==> config.mk <==
export PLATFORM = sky130hd
export DESIGN_NAME = huffman_decoder
export DESIGN_NICKNAME = d
export VERILOG_FILES = /design/src/rtl/huffman_decoder.sv
export SDC_FILE = /design/constraint.sdc
export NUM_CORES = 1
export LEC_CHECK = 0
export CORE_ASPECT_RATIO = 0.75
export CORE_UTILIZATION = 55
export CTS_CLUSTER_SIZE = 20
export DETAILED_ROUTE_END_ITERATION = 10
export GPL_TIMING_DRIVEN = 1
export PLACE_DENSITY = 0.76
export REMOVE_ABC_BUFFERS = 1
export SETUP_SLACK_MARGIN = 0.2
export SLEW_MARGIN = 20
export SYNTH_ARGS = -nofsm -noshare
export SYNTH_HDL_FRONTEND = slang
export SYNTH_SLANG_ARGS = --single-unit
==> constraint.sdc <==
create_clock -name clk -period 7.08 [get_ports clk]
set_input_delay 1.416 -clock clk [delete_from_list [all_inputs] [get_ports clk]]
set_output_delay 1.416 -clock clk [all_outputs]
set_load 0.02 [all_outputs]
==> src/rtl/huffman_decoder.sv <==
// Bit-serial Huffman decoder: walks a loaded 9-entry internal-node child table
// one code bit per cycle and emits decoded symbols over a valid/ready handshake.
module huffman_decoder #(
  parameter int NSYM      = 10,
  parameter int NODE_W    = 5,
  parameter int ROOT      = 18,
  parameter int MAX_DEPTH = 9
) (
  input  logic                  clk,
  input  logic                  rst,
  input  logic                  tbl_we,
  input  logic [3:0]            tbl_addr,
  input  logic [2*NODE_W-1:0]   tbl_data,
  input  logic                  start,
  input  logic                  stop,
  input  logic                  bit_valid,
  input  logic                  bit_in,
  output logic                  bit_ready,
  output logic                  sym_valid,
  output logic [3:0]            sym_data,
  input  logic                  sym_ready,
  output logic                  busy,
  output logic                  mid_symbol,
  output logic                  err,
  output logic [15:0]           sym_count
);

  localparam int DEPTH_W = $clog2(MAX_DEPTH);

  typedef enum logic [1:0] {IDLE = 2'd0, RUN = 2'd1, ERR = 2'd2} state_t;

  state_t               state;
  logic [NODE_W-1:0]    cursor;
  logic [DEPTH_W-1:0]   depth;
  logic [2*NODE_W-1:0]  tbl [0:NSYM-2];

  logic [3:0]           idx;
  logic [2*NODE_W-1:0]  entry;
  logic [NODE_W-1:0]    nxt;
  logic                 accept;
  logic                 is_leaf;
  logic                 is_bad;
  logic                 too_deep;

  // Cursor is always an internal node while running, so idx stays within 0..8.
  assign idx      = 4'(cursor - NODE_W'(NSYM));
  assign entry    = (idx < 4'(NSYM-1)) ? tbl[idx] : '0;
  assign nxt      = bit_in ? entry[2*NODE_W-1:NODE_W] : entry[NODE_W-1:0];
  assign is_leaf  = nxt < NODE_W'(NSYM);
  assign is_bad   = nxt > NODE_W'(ROOT);
  assign too_deep = depth == DEPTH_W'(MAX_DEPTH-1);

  assign bit_ready  = (state == RUN) && (!sym_valid || sym_ready);
  assign accept     = bit_valid && bit_ready;
  assign busy       = (state == RUN);
  assign mid_symbol = (cursor != NODE_W'(ROOT));

  always_ff @(posedge clk or posedge rst) begin
    if (rst) begin
      state     <= IDLE;
      cursor    <= NODE_W'(ROOT);
      depth     <= '0;
      sym_valid <= 1'b0;
      sym_data  <= '0;
      err       <= 1'b0;
      sym_count <= '0;
      for (int i = 0; i < NSYM-1; i++) tbl[i] <= '0;
    end else begin
      // Output slot drains independently of state; a new leaf below re-fills it.
      if (sym_valid && sym_ready) sym_valid <= 1'b0;

      if (start) begin
        state     <= RUN;
        cursor    <= NODE_W'(ROOT);
        depth     <= '0;
        err       <= 1'b0;
        sym_count <= '0;
      end else if (stop && state == RUN) begin
        state  <= IDLE;
        cursor <= NODE_W'(ROOT);
        depth  <= '0;
      end else begin
        case (state)
          IDLE: begin
            if (tbl_we && tbl_addr <= 4'(NSYM-2)) tbl[tbl_addr] <= tbl_data;
          end
          RUN: begin
            if (accept) begin
              if (is_bad || (too_deep && !is_leaf)) begin
                state <= ERR;
                err   <= 1'b1;
              end else if (is_leaf) begin
                sym_valid <= 1'b1;
                sym_data  <= nxt[3:0];
                sym_count <= sym_count + 16'd1;
                cursor    <= NODE_W'(ROOT);
                depth     <= '0;
              end else begin
                cursor <= nxt;
                depth  <= depth + DEPTH_W'(1);
              end
            end
          end
          default: begin
          end
        endcase
      end
    end
  end

endmodule

* Yosys cells after proc, flatten, opt, wreduce, memory -nomap -nowiden
Cells that the tools add are included.
** Operators by class
- Muxes and demuxes :: 43
- Order comparisons :: 7
- Reduce and logical (&&, ||, !) cells :: 25
- Bitwise logic cells :: 5
- Equal/unequal tests :: 6
- Add/sub/neg operators :: 3
** Operators with widths (number)
- 2-to-1 mux 16 bit :: 6
- bitwise mux 90 bit :: 1
- binary-select mux 10 bit (select 4 bit) :: 1
- demux 10 bit (select 4 bit) :: 1
- 2-to-1 mux 10 bit :: 4
- 2-to-1 mux 5 bit :: 7
- 2-to-1 mux 4 bit :: 6
- adder 16 x 1 -> 16 bit (second input constant) :: 1
- 2-to-1 mux 1 bit :: 12
- greater-or-equal comparator 5 bit (second input constant) :: 2
- 2-to-1 mux 2 bit :: 5
- inverter 4 -> 5 bit :: 2
- nonzero test 3 bit :: 3
- AND reduction 4 bit :: 2
- nonzero test 2 bit :: 4
- logical AND 1 bit :: 7
- AND reduction 3 bit :: 2
- AND reduction 6 bit :: 1
- > comparator 5 bit (second input constant) :: 1
- < comparator 5 x 1 -> 1 bit (second input constant) :: 1
- < comparator 5 x 4 -> 1 bit (second input constant) :: 1
- != test 5 bit (second input constant) :: 1
- AND reduction 5 bit :: 1
- adder 4 x 1 -> 4 bit (second input constant) :: 1
- other kinds (11) :: 16
** Word-level totals
- Output and inout bits :: 25
- Bits in registers :: 123
- Input port bits :: 22
- Word-level logic and storage cells :: 105

* Logic depth before layout (Yosys ltp)
Gate-level depths: netlist (run 1).
- Word-level depth :: 16
- Gate-level depth with buffers :: 12
- Gate-level depth less buffers :: 9

* Worst setup path before layout (run 1)
Ideal clock, no wire load.
- Kind :: input to register
- Start point :: input port bit_in
- End point :: register sym_count[6]
- Setup time :: 125 ps
- Stages on the path :: 8
- Data required time :: 6955 ps
- Setup slack :: 3360 ps
- Data arrival time :: 3595 ps
- Path buffers :: 2
- Path through :: buf_2 -> mux4_2 -> a222oi_1 -> o22ai_1 -> buf_6 -> a211oi_4 -> nand4_2 -> mux2_4
** On the way
- Longest elaborated chain between the ends :: 7
- Elaborated cells between the ends (all ways) :: 9
- Those cells by class :: order compare (2); eq/ne (1); mux (1); reduce/logical (5)
** RTL lines
- start: declaration :: line 17 : input logic bit_in,
- 2-to-1 mux 5 bit (*) :: line 48 : assign nxt = bit_in ? entry[2*NODE_W-1:NODE_W] : entry[NODE_W-1:0];
- < comparator 5 x 4 -> 1 bit :: line 49 : assign is_leaf = nxt < NODE_W'(NSYM);
- logical NOT 1 bit :: line 89 : if (is_bad || (too_deep && !is_leaf)) begin
- logical AND 1 bit :: line 89
- logical OR 1 bit :: line 89
- != test 2 bit (no source line)
- AND reduction 5 bit (no source line) (*)
- end signal: assignment :: line 95 : sym_count <= sym_count + 16'd1;
- end: declaration :: line 25 : output logic [15:0] sym_count
Mark *: on every way between the ends. The rest lies on a longest branch, timed or not.
A chain may end at the register's enable or synchronous reset.

* Worst setup path after layout (run 1)
- Start point :: input port start
- End point :: register tbl[73] (netlist bit)
** On the way
- Longest elaborated chain between the ends :: 2
** RTL lines
- start: declaration :: line 14 : input logic start,
- inverter 1 bit (no source line)
- AND reduction 4 bit (no source line)
- end signal: indexed assignment :: line 85 : if (tbl_we && tbl_addr <= 4'(NSYM-2)) tbl[tbl_addr] <= tbl_data;
- end: declaration :: line 35 : logic [2*NODE_W-1:0] tbl [0:NSYM-2];
No other way between the ends.

==> impl_metrics.py, run 1 <==
metrics = {
    "synth": {
        "synthAdderAreaFrac_pct": 0.814,
        "syn-instance-count": 482,
        "synth_xor_area_share_pct": 0.997,
        "synth-main-ff-cell": "dfrtp_1",
        "synth_edf_count": 0,
        "async_flop_share_pct": 100,
        "yosysSeqAreaShare_pct": 50.1,
        "synth.avg_cell_area_um2": 12.8,
        "yosys.area.top_type_share_pct": 49.2,
        "yosys.cell_count.top_type": "dfrtp_1",
        "synth-simple-area-share_pct": 8.79,
        "synth_top_family_by_area": "multiplexers",
        "synth_cell_types": 64,
        "synth_area_mm2": 0.00615,
        "synth_mux_area_share_pct": 25.4,
        "ys_top_cells_by_count": "dfrtp_1, mux2_2, mux2i_1",
        "ys_ff_latch": 123,
        "synth.area.top_cells": "dfrtp_1, mux2_2, mux2i_1",
        "synth_compound_area_share_pct": 11.0,
        "yosys_warnings": 0,
        "synth_top_area_cell": "dfrtp_1",
    },
    "route": {
        "vias_per_cell": 6.29,
        "antenna_left": 0,
        "detail_route.drc_violations": 0,
        "wirelength_um": 14400,
        "dr.pass1.iters": 5,
        "drtIter0Drc": 277,
        "wire_per_inst_um": 21.1,
        "vias": 4280,
    },
    "finish": {
        "fillers": 792,
        "synthToLayoutAreaGrowth_pct": 17.9,
        "drive_gt1_share_pct": 30.7,
        "final_util_pct": 66.5,
        "nNetsFinal": 554,
        "antenna_cells": 0,
    },
    "setup_path": {
        "crit_required_ns": 7.37,
        "max_stage_delay_ns": 0.91,
        "cp_max_fo": 26,
        "crit_path_start_kind": "input port",
        "crit_type": "input port to flop",
        "crit_start": "start",
        "rrSetupSlack_ns": 2.80,
        "cp_slowest_cell": "or4b_2",
        "arrival_ns": 5.09,
        "cp-end-kind": "flop",
        "crit_chain": "clkdlybuf4s50_1 -> or4b_2 -> or3_1 -> nor3b_1 -> buf_4 -> mux2_2",
        "reg2reg_from": "cursor[1]",
    },
    "sta": {
        "hold_violations": 0,
        "rsz0062_at_grt": "no",
        "fin_tns_setup_ns": 0,
        "max_slew_margin_pct": 26.9,
        "setup_violations": 0,
        "fin_skew_ns": 0.00961,
        "report.final.slew_viol_count": 0,
        "fin_crit_sh_pct": 67.9,
        "period_needed_ns": 4.80,
        "worstMarginPinSlew_ns": 1.10,
        "max_freq_ghz": 0.208,
    },
    "die": {
        "ioPinCount": 47,
        "fp.coreArea_mm2": 0.0109,
        "die-area_mm2": 0.0116,
        "start_util_pct": 56.4,
        "fp-row-count": 33,
        "die_h_um": 93.6,
        "die_w_um": 124,
    },
    "worst_hold_path": {
        "min_from": "tbl[42]",
        "hp-class": "flop to flop",
    },
    "power": {
        "p_per_area_mw_per_mm2": 261,
        "ir_drop_uv": 185,
        "p_leak_nw": 3.16,
    },
    "clocking": {
        "clock_sinks": 123,
        "htreeDepth": 4,
        "clk_pin_slew_ns": 0.05,
        "clockBufferDepth": 2,
        "hold_buffers": 0,
        "cts_tree": "done",
        "ctsRootBufferMaster": "clkbuf_16",
        "clock_latency_ns": 0.41,
        "cts_resized": 0,
        "post_cts_buffers": 0,
        "cts-buffers-inserted": 17,
    },
    "grt": {
        "grt.total_usage_pct": 27.2,
        "grt_pass1_vias": 4317,
        "antenna_found_initial": 0,
        "grt_max_degree": 67,
        "grt_first_pass_wirelength_um": 23300,
        "grt-ovfl-total": 0,
    },
    "place": {
        "io_buffer_count": 46,
        "dp_hpwl_um": 9500,
        "gp_congestion": 0.857,
    },
    "run_status": {
        "status": "finished, final reports clean",
    },
    "flow_run": {
        "maxCapViolations": 0,
    },
}
-- final cells by class --
type                            instances  area (um^2)  area share (%)
Clock inverter                          7         65.1           0.898
Sequential cell                       123         3080            42.5
Tap cell                              140          175            2.42
Inverter                               15         58.8           0.811
Multi-Input combinational cell        321         2890            39.8
Timing Repair Buffer                   50          490            6.77
Clock buffer                           24          492            6.78
-- logic make-up (layout without fill, tap and decap cells) --
logic type	Yosys count	after routing
multiplexers	133	133
flip-flops	123	123
AND/OR/NAND/NOR	94	94
AO/OA/AOI/OAI	83	83
buffers and inverters	38	96
XOR/XNOR	7	7
adder cells (fa/ha/maj)	4	4
-- final timing paths --
| kind | to | cells after the start |
|---|---|---|
| max in group asynchronous | tbl[4] | 3 |
| min reg2reg | tbl[42] | 1 |
| max | tbl[73] | 6 |
| min | tbl[42] | 1 |
| min in group asynchronous | sym_count[5] | 2 |
| max reg2reg | sym_count[12] | 9 |
-- cells in the final DEF, fill, tap and decap left out, types with 5 or more instances in the layout --
master | synthesis | routed
o21ai_0 | 7 | 7
nand2_1 | 12 | 12
a31o_2 | 5 | 5
mux2i_1 | 26 | 26
and2_1 | 5 | 5
clkdlybuf4s50_1 | 0 | 46
nor2b_1 | 7 | 7
nand3b_1 | 7 | 7
nand3_1 | 6 | 6
and3_1 | 6 | 6
nand4_1 | 7 | 7
dfrtp_1 | 121 | 120
mux2_2 | 97 | 97
a21oi_1 | 14 | 14
a22oi_1 | 11 | 11
xnor2_1 | 6 | 6
clkbuf_16 | 0 | 17
inv_1 | 15 | 14
mux4_2 | 8 | 8
nor2_1 | 21 | 21
-- through the flow --
step	instances	hold slack (ns)	setup WS, ns	power (W)	cell area, um^2
floorplan	459	0.472	2.40	0.000982	6020
global placement	649	0.482	2.08	0.00106	6690
detailed placement	649	0.487	1.92	0.00108	6690
CTS	680	0.498	2.36	0.00189	7250
global route	680	0.504	2.22	0.00196	7250
finish	680	0.498	2.28	0.00189	7250
-- power breakdown --
group,internal (W),switching (W),total [W]
sequential,0.000771,0.0000404,0.000811
clock,0.000515,0.000302,0.000817
combinational,0.000121,0.000139,0.000260
total,0.00141,0.000481,0.00189
-- worst max-delay path, delay by kind of cell --
family | cells | cell delay (ns)
multiplexers | 1 | 0.35
AND/OR/NAND/NOR | 3 | 2.14
buffers and inverters | 2 | 1.18
-- sequential cells by signal, indices dropped and copies added, names as in the netlist --
name / cells
tbl: 90
err: 1
cursor: 5
sym_valid: 1
depth: 4
sym_data: 4
sym_count: 16
state: 2
-- routing by layer --
layer	share of wire (%)	GRT usage (%)	vias to the layer above
li1	-	-	1904
met4	1.6	10.1	0
met1	45	38.3	2203
met3	6.3	6.71	29
met5	0	0	-
met2	47	40.6	144
(Power assumes the default switching activity.)
==> run 2, diff against run 1 <==
- CORE_UTILIZATION: 55 -> 53
- clock period: 7.08 -> 3.9 ns (I/O delays scaled with it)
==> run 2 against run 1 <==
  * Highest routed layer unchanged
  * Clock power up 76%
  * Critical path type is now flop to flop
  * Count of clock-buffer cells in the layout down 2
  * Power up 80%
==> impl_metrics.py, run 2 (same netlist as run 1, synthesis figures left out) <==
metrics = {
    "clocking": {
        "cts-buffers-inserted": 17,
        "hold_buffers": 0,
        "clk_pin_slew_ns": 0.05,
        "htreeDepth": 4,
        "cts_tree": "done",
        "ctsRootBufferMaster": "clkbuf_16",
        "clock_latency_ns": 0.42,
        "post_cts_buffers": 0,
        "clockBufferDepth": 2,
        "clock_sinks": 123,
    },
    "route": {
        "drtIter0Drc": 211,
        "vias_per_cell": 6.16,
        "antenna_left": 0,
        "wirelength_um": 14700,
        "vias": 4320,
        "dr.pass1.iters": 5,
        "detail_route.drc_violations": 0,
        "wire_per_inst_um": 20.9,
    },
    "die": {
        "die_w_um": 126,
        "fp-row-count": 33,
        "die_h_um": 95.3,
        "fp.coreArea_mm2": 0.0111,
        "die-area_mm2": 0.0120,
        "ioPinCount": 47,
        "start_util_pct": 55.4,
    },
    "grt": {
        "antenna_found_initial": 0,
        "grt_max_degree": 68,
        "grt_first_pass_wirelength_um": 24100,
        "grt-ovfl-total": 0,
        "grt_pass1_vias": 4461,
        "grt.total_usage_pct": 27.1,
    },
    "sta": {
        "hold_violations": 0,
        "rsz0062_at_grt": "no",
        "period_needed_ns": 3.44,
        "setup_violations": 0,
        "worst_slack_ns": 0.460,
        "worstMarginPinSlew_ns": 0.850,
        "report.final.slew_viol_count": 0,
        "max_freq_ghz": 0.291,
        "max_slew_margin_pct": 43.3,
        "fin_skew_ns": 0.00948,
        "fin_crit_sh_pct": 88.2,
    },
    "place": {
        "dp_hpwl_um": 9940,
        "io_buffer_count": 46,
        "place_inst": 670,
        "gp_congestion": 0.905,
        "post-place-ws_ns": 0.125,
        "place_area_mm2": 0.00686,
    },
    "finish": {
        "finalNonFillerCells": 701,
        "top_register": "tbl",
        "design_area_mm2": 0.00740,
        "antenna_cells": 0,
        "reg_top3": "tbl x90, sym_count x16, cursor x5",
        "final_common_cell": "dfrtp_1",
        "largest_reg_flops": 90,
        "synthToLayoutAreaGrowth_pct": 20.4,
        "fillers": 802,
        "nNetsFinal": 575,
        "most-common-layout-cells": "dfrtp_1, mux2_2, clkdlybuf4s50_1, mux2i_1, buf_4",
        "drive_gt1_share_pct": 33.7,
    },
    "setup_path": {
        "cp-end-kind": "flop",
        "path_buf_inv": 2,
        "cp_slowest_cell": "dfstp_2",
        "cp_max_fo": 10,
        "max_stage_delay_ns": 0.52,
        "cp_top_family": "compound AO/OA/AOI/OAI gates",
        "crit_required_ns": 4.20,
        "crit_type": "flop to flop",
        "crit_path_start_kind": "flop",
        "crit_chain": "inv_1 -> ha_2 -> nor2b_2 -> a22oi_1 -> a311oi_2 -> nor2_1 -> buf_4 -> a211oi_1 -> nand3_1 -> mux2_2",
        "arrival_ns": 3.74,
    },
    "power": {
        "p_leak_nw": 3.26,
        "ir_drop_uv": 341,
        "p_per_area_mw_per_mm2": 459,
    },
    "run_status": {
        "status": "finished, final reports clean",
    },
    "flow_run": {
        "maxCapViolations": 0,
    },
    "worst_hold_path": {
        "hp-class": "flop to flop",
    },
}
## run 2: changes by cell type in the layout (fill, tap and decap cells not counted)
cell / before / now
clkbuf_8: 4 / 2
nor2b_2: 0 / 1
clkinv_2: 4 / 7
ha_1: 4 / 3
buf_4: 4 / 24
ha_2: 0 / 1
buf_12: 0 / 1
nor2b_1: 7 / 6
clkinvlp_4: 2 / 1
## run 2: what timing repair did
action                                  CTS  global route
endpoints found under the setup margin    0            11
gates resized for setup                   0             2
endpoints found under the hold margin     0             0
## run 2: routing by layer
metal | up-vias | share of wire, % | track usage [%]
met2 | 147 | 47 | 41.9
met1 | 2208 | 46 | 37.7
met5 | - | 0 | 0
met3 | 20 | 5.5 | 5.95
met4 | 0 | 1.5 | 9.94
li1 | 1945 | - | -
## run 2: power by group
part           switching (W)  leakage, nW  internal, W
Combinational       0.000261         1.34     0.000234
Clock               0.000541        0.269     0.000896
Sequential         0.0000701         1.66      0.00140
Total               0.000872         3.26      0.00253
## run 2: layout make-up
class | instances | area (um^2) | area share (%)
Inverter | 15 | 58.8 | 0.794
Tap cell | 140 | 175 | 2.37
Sequential cell | 123 | 3080 | 41.6
Timing Repair Buffer | 71 | 661 | 8.92
Multi-Input combinational cell | 321 | 2890 | 39.0
Clock buffer | 22 | 464 | 6.27
Clock inverter | 9 | 72.6 | 0.980
## run 2: through the flow
stage                     TNS, ns  power, W  hold WS (ns)  utilization [%]
after global routing            0   0.00354         0.513             66.7
final                           0   0.00340         0.501             66.7
after detailed placement        0   0.00197         0.488             61.8
after global placement          0   0.00195         0.483             61.8
after floorplan            -17.86   0.00178         0.472                -
after CTS                       0   0.00342         0.500             66.6
## run 2: final timing paths
check                           startpoint       endpoint  slack (ns)  depth (start not counted)
worst max-delay path             cursor[1]  sym_count[11]        0.46                         10
worst min-delay path               tbl[49]        tbl[49]        0.50                          1
worst max register to register   cursor[1]  sym_count[11]        0.46                         10
worst min register to register     tbl[49]        tbl[49]        0.50                          1
max in group asynchronous              rst        tbl[62]        2.14                          3
min in group asynchronous              rst        tbl[31]        0.89                          2
## run 2: worst register-to-register path, cell delays in order (launching register included)
cell      delay (ns)
dfstp_2         0.52
inv_1           0.06
ha_2            0.47
nor2b_2         0.34
a22oi_1         0.14
a311oi_2        0.48
nor2_1          0.22
buf_4           0.25
a211oi_1        0.42
nand3_1         0.14
mux2_2          0.29
